### src/rtl/shift_arb_ctrl.sv
// Round-robin arbiter sharing one LSB-first right-shift serializer between two requesters.
// Each word takes WIDTH+2 cycles: accept in IDLE, WIDTH shift cycles, one DONE cycle.
module shift_arb_ctrl #(
    parameter int unsigned WIDTH = 4
) (
    input  logic             clk,
    input  logic             clrb,
    input  logic             req0_valid,
    input  logic [WIDTH-1:0] req0_data,
    output logic             req0_ready,
    input  logic             req1_valid,
    input  logic [WIDTH-1:0] req1_data,
    output logic             req1_ready,
    output logic             sout,
    output logic             sout_valid,
    output logic             grant_id,
    output logic             busy,
    output logic             done
);

    localparam int unsigned CNTW = $clog2(WIDTH + 1);

    typedef enum logic [1:0] {
        StIdle,
        StShift,
        StDone
    } state_e;

    state_e            state_q, state_d;
    logic [WIDTH-1:0]  shreg_q, shreg_d;
    logic [CNTW-1:0]   count_q, count_d;
    logic              grant_q, grant_d;
    logic              last_grant_q, last_grant_d;
    logic              pick;

    // With both requesters valid, the one not served last time wins.
    always_comb begin
        pick       = (req0_valid & req1_valid) ? ~last_grant_q : req1_valid;
        req0_ready = (state_q == StIdle) & req0_valid & ~pick;
        req1_ready = (state_q == StIdle) & req1_valid & pick;
    end

    always_comb begin
        state_d      = state_q;
        shreg_d      = shreg_q;
        count_d      = count_q;
        grant_d      = grant_q;
        last_grant_d = last_grant_q;
        case (state_q)
            StIdle: begin
                if (req0_ready | req1_ready) begin
                    shreg_d = req1_ready ? req1_data : req0_data;
                    grant_d = req1_ready;
                    count_d = CNTW'(WIDTH);
                    state_d = StShift;
                end
            end
            StShift: begin
                shreg_d = {1'b0, shreg_q[WIDTH-1:1]};
                count_d = count_q - CNTW'(1);
                if (count_q == CNTW'(1)) begin
                    state_d = StDone;
                end
            end
            StDone: begin
                last_grant_d = grant_q;
                state_d      = StIdle;
            end
            default: state_d = StIdle;
        endcase
    end

    always_ff @(posedge clk or negedge clrb) begin
        if (!clrb) begin
            state_q      <= StIdle;
            shreg_q      <= '0;
            count_q      <= '0;
            grant_q      <= 1'b0;
            last_grant_q <= 1'b1;
        end else begin
            state_q      <= state_d;
            shreg_q      <= shreg_d;
            count_q      <= count_d;
            grant_q      <= grant_d;
            last_grant_q <= last_grant_d;
        end
    end

    // Outputs decode registered state only, so they drop the instant clrb asserts.
    assign sout_valid = (state_q == StShift);
    assign sout       = sout_valid & shreg_q[0];
    assign busy       = (state_q != StIdle);
    assign done       = (state_q == StDone);
    assign grant_id   = grant_q;

endmodule

### config.mk
export PLATFORM = sky130hd
export DESIGN_NAME = shift_arb_ctrl
export DESIGN_NICKNAME = d
export VERILOG_FILES = /design/src/rtl/shift_arb_ctrl.sv
export SDC_FILE = /design/constraint.sdc
export NUM_CORES = 1
export LEC_CHECK = 0
export ABC_AREA = 0
export CORE_UTILIZATION = 39
export DETAILED_ROUTE_END_ITERATION = 6
export PLACE_DENSITY = 0.8
export SLEW_MARGIN = 10
export SYNTH_ARGS = -nofsm -noshare
export SYNTH_HDL_FRONTEND = slang
export SYNTH_SLANG_ARGS = --single-unit
### constraint.sdc
create_clock -name clk -period 1.45 [get_ports clk]
set_clock_uncertainty 0.05 [all_clocks]
set_input_delay 0.435 -clock clk [delete_from_list [all_inputs] [get_ports clk]]
set_output_delay 0.435 -clock clk [all_outputs]
set_load 0.1 [all_outputs]
[Yosys cells after proc, flatten, opt, wreduce, memory -nomap -nowiden]
Cells that the tools add are included.
Word-level totals
  flip-flop bits (word level): 11
  bits in latches: 0
  RAM bits: 0
  ROM bits: 0
  bits of input ports: 12
  output and inout port bits: 7
  logic and storage cells: 35
  memories kept: 0
Cells by class
  $add $sub $neg: 1
  $mul: 0
  divide/modulo/power cells: 0
  order comparisons: 0
  equal/unequal tests: 5
  shift-type cells: 0
  multiplexer cells: 9
  bitwise operators: 9
  reductions and logical operators: 6
Operators by type and width (number)
  $mux W4: 2
  $pmux W4 S2: 1
  $and A1 B1 Y1: 6
  $pmux W3 S2: 1
  $reduce_and A2 Y1: 3
  $mux W2: 2
  $ne A2 B1 Y1 const B: 2
  $pmux W2 S2: 1
  $reduce_bool A2 Y1: 2
  $eq A3 B1 Y1 const B: 1
  $mux W3: 1
  $sub A3 B1 Y3 const B: 1
  $eq A2 B1 Y1 const B: 1
  $eq A2 B2 Y1 const B: 1
  $logic_not A2 Y1: 1
  $not A1 Y1: 2
  $mux W1: 1
  $or A1 B1 Y1: 1

[Logic depth before layout (Yosys ltp)]
  word-level depth: 7
  gate-level depth with buffers: 5
  mapped depth without buffers: 5

[Least setup slack after synthesis]
No wires, ideal clock.
  path kind: register to output
  start: register state_q[1]
  end: output sout
  data arrival time: 1879 ps
  data required time: 965 ps
  path slack: -914 ps
  stages on the path, launching flop included: 5
  path buffers: 2
  path through: dfrtp_1 > buf_6 > nor2b_1 > buf_2 > and2_1
Between the ends
  longest elaborated chain between the ends: 2
Ends and longest elaborated chain
  from (decl): line 29  | state_e state_q, state_d;
  from (signal assigned): line 75  | state_q <= StIdle;
  from (signal assigned): line 81  | state_q <= state_d;
  $eq A2 B1 Y1: line 90  | assign sout_valid = (state_q == StShift);
  via sout_valid: line 15  | output logic sout_valid,
  $and A1 B1 Y1: line 91  | assign sout = sout_valid & shreg_q[0];
  to (decl): line 14  | output logic sout,
The timed path passes the listed nets, and every way through them passes these cells.

[Worst setup path after layout]
  start: register state_q[0]
  end: output req0_ready
Between the ends
  longest elaborated chain between the ends: 3
Ends and longest elaborated chain
  $logic_not A2 Y1: line 39  | req0_ready = (state_q == StIdle) & req0_valid & ~pick;
  $and A1 B1 Y1 (2 in series): line 39
  to (decl): line 10  | output logic req0_ready,
No other way between the ends.

==> results.md <==
- Status: finished, violations left
- Violations in the final reports: design-rule violations, negative setup slack
- Arrival time reported for the critical path endpoint: 1.30 ns
- Slew at the pin with the worst max-slew slack: 0.2470 ns
- Post-route insts no fill: 111
- CP max FO: 6
- Residual antenna-violating net count after detailed routing: 0
- Power density relative to cell area: 2119 nW/um^2
- Final setup vio count: 6
- Core Box Area: 1334 um^2
- Area of the die: 1640 um^2
- Overall routed net length: 1645 um
- Nature of the critical path startpoint: flop
- Clock Tree Root: clkbuf_4
- Max Clock Freq: 560.7 MHz
- Worst EP required: 0.97 ns
- Number of placed instances, taps included: 102
- Routed length per placed instance: 14.82 um
- Relative slew slack: 83.41%
- Final net count: 111
- Cell count after synthesis: 57
- Number of distinct library cell variants in the gate-level netlist after synthesis: 29
- Critical path class: reg2out
- Final clock period utilization by the worst path: 123.0%
- Antenna cells: 0
- Average footprint of a synthesized cell: 10.14 um^2
- Drt first-iter violations: 17
- Clock insertion delay at the later pin of the skew report: 0.27 ns
- Chip Height: 40.50 um
- Final total negative setup slack: -1.744 ns
- Number of buffers added by the clock tree synthesis step: 3
- Final-report max-slew violation count: 0
- Post-route DRC: 2
- Post-synth top area cell: dfrtp_1
- Largest net degree at the start of global routing: 12
- Clock edge transition at the registers on the reported setup and hold paths: 0.08 ns
- Area share of the largest cell type after synthesis: 43.29%
- Master of the slowest instance on the critical path: dfrtp_2
- First-pass GRT wire length: 2518 um
- Worst path setup slack after routing: -0.3334 ns
- Number of synthesized register bits: 11
- Number of global-route vias before repair: 558
- Largest delay contributor family on the critical path: flip-flops
- Initial Utilization: 43.34%
- Number of antenna violations at the first check in global routing: 0
- Maximum capacitance violations: 0
- Count of clock tree sinks: 11
- Largest cells by area after synthesis: dfrtp_1 43%, dfstp_2 4.5%, a32oi_1 4.5%
- Port Buffer Count: 18
- Number of placed I/O pins: 19
- Area added between synthesis and finish: 81.39%
- Synthesized netlist net count: 71
- Detailed placement HPWL: 1201 um
- Unrepaired setup endpoints after global routing: true
- CTS tree: yes
- Cell chain of the critical path: nor3b_4 -> and2_4 -> buf_12
- Worst hold margin: 0.4109 ns
- 1st-pass router iterations: 6
- Type of destination of the critical path: output pin
- Overall overflow remaining after global route: 0
- Cell area after synthesis: 578.1 um^2
- Hold crit path type: in2async
- Die X-Extent: 40.50 um
- Number of standard-cell rows in the floorplan: 13
- Gr usage total: 24.54%
- Endpoints failing hold: 0
- Gp weighted congestion: 0.6744
- Largest buffer count on any clock path: 2
- Critical Path Max Stage Delay: 0.47 ns
- Portion of the post-synthesis area used by sequential elements: 47.84%
- Yosys synthesis warning count: 0
- Worst IR drop on VDD: 1.532 mV
- Total number of H-tree levels: 1
- Ratio of routed vias to standard cells: 5.306
- Leakage power figure: 0.0005099 uW
- Fraction of layout cells with a size suffix above 1: 45.83%
- Via count of the routed design: 589
- Time the worst path needs with I/O delays and setup: 1.783 ns
- Buffering stage count on the worst path with inverters included: 1
## where the power goes
part	internal [uW]	total, uW	switching [uW]	leakage, uW
Sequential	443	562	120	0.000132
Combinational	649	1450	798	0.000360
Clock	102	213	111	0.0000177
Total	1190	2220	1030	0.000510
## cell usage after synthesis, drive strengths merged
cell / instances
a21o: 1
and3: 3
dfstp: 1
a221o: 1
nand4: 3
nand2: 3
nor2: 2
a31oi: 1
nor3: 1
and2b: 1
o21ai: 5
ha: 2
mux2: 1
and2: 2
nand2b: 1
nor3b: 1
dfrtp: 10
inv: 5
buf: 2
a22oi: 1
nand3: 3
nor2b: 1
a32oi: 3
or2: 1
o22ai: 1
nand3b: 1
## routing by layer
metal | global-route usage (%) | up-vias | share of wire (%)
met5 | 0 | - | 0
li1 | - | 285 | -
met3 | 5.000 | 2 | 3.2
met1 | 29.45 | 287 | 43
met2 | 40.87 | 15 | 52
met4 | 12.50 | 0 | 1.6
## state kept, by name, indices dropped and copies added, names as in the netlist
| signal | cells |
|---|---|
| shreg_q | 4 |
| state_q | 2 |
| count_q | 3 |
| last_grant_q | 1 |
| grant_id | 1 |
## repair_timing
item	4_1_cts	5_1_grt
endpoints found under the setup margin	8	7
hold buffers	0	0
pin swaps	3	2
setup buffers	5	0
gates resized for setup	7	1
## kinds of logic after synthesis
logic type	after synthesis	share of synthesized area (%)
simple gates	23	24.46
mux	1	1.948
flops	11	47.84
fa+ha+maj	2	4.328
compound gates	13	15.37
buf+inv	7	6.060
## stage by stage
stage | power [uW] | setup slack, ns | utilization, % | cell area, um^2
finish | 2222 | -0.3334 | 78.61 | 1049
global route | 2338 | -0.3844 | 78.61 | 1049
CTS | 2215 | -0.3530 | 78.05 | 1041
detailed placement | 1907 | -0.5311 | 72.05 | 960.9
global placement | 1881 | -0.4602 | 72.05 | 960.9
floorplan | 1437 | -0.1808 | - | 618.1
## layout by cell type, fill, tap and decap left out, types with 2 or more instances in the layout
master / n
inv_1: 4
buf_4: 17
and2_4: 2
ha_1: 2
nand4_1: 3
a32oi_1: 3
o21ai_0: 4
nand3_1: 3
clkdlybuf4s50_1: 9
clkbuf_4: 3
buf_12: 7
dfrtp_1: 8
dlygate4sd2_1: 2
buf_6: 2
and3_1: 2
dfrtp_2: 2
nand2_1: 2
## final timing paths
kind	cells after the start	slack, ns	startpoint	end
min in group clk	2	0.46	shreg_q[1]$_DFFE_PN0P_	shreg_q[0]$_DFFE_PN0P_
worst max-delay path	3	-0.33	state_q[0]$_DFFE_PN0P_	req0_ready
worst max register to register	4	0.03	last_grant_q$_DFFE_PN1P_	shreg_q[3]$_DFFE_PN0P_
worst min-delay path	2	0.41	clrb	grant_id$_DFFE_PN0P_
worst min register to register	2	0.46	shreg_q[1]$_DFFE_PN0P_	shreg_q[0]$_DFFE_PN0P_
max in group asynchronous	2	0.71	clrb	last_grant_q$_DFFE_PN1P_
## worst register-to-register path, cell delays in order, from the launching register on
cell and delay [ns]:
dfstp_2 0.57, nand2_2 0.06, and3_4 0.19, buf_4 0.14, a221o_1 0.31
## final cells by class
cell class	count	area [um^2]
clock buffers	3	22.52
inverters	5	22.52
repair buffers	37	397.9
clock inverters	1	5.005
flip-flops and latches	11	279.0
well taps	15	18.77
fillers	93	285.3
multi-input cells	39	302.8
Power figures use the tool's default switching activity.
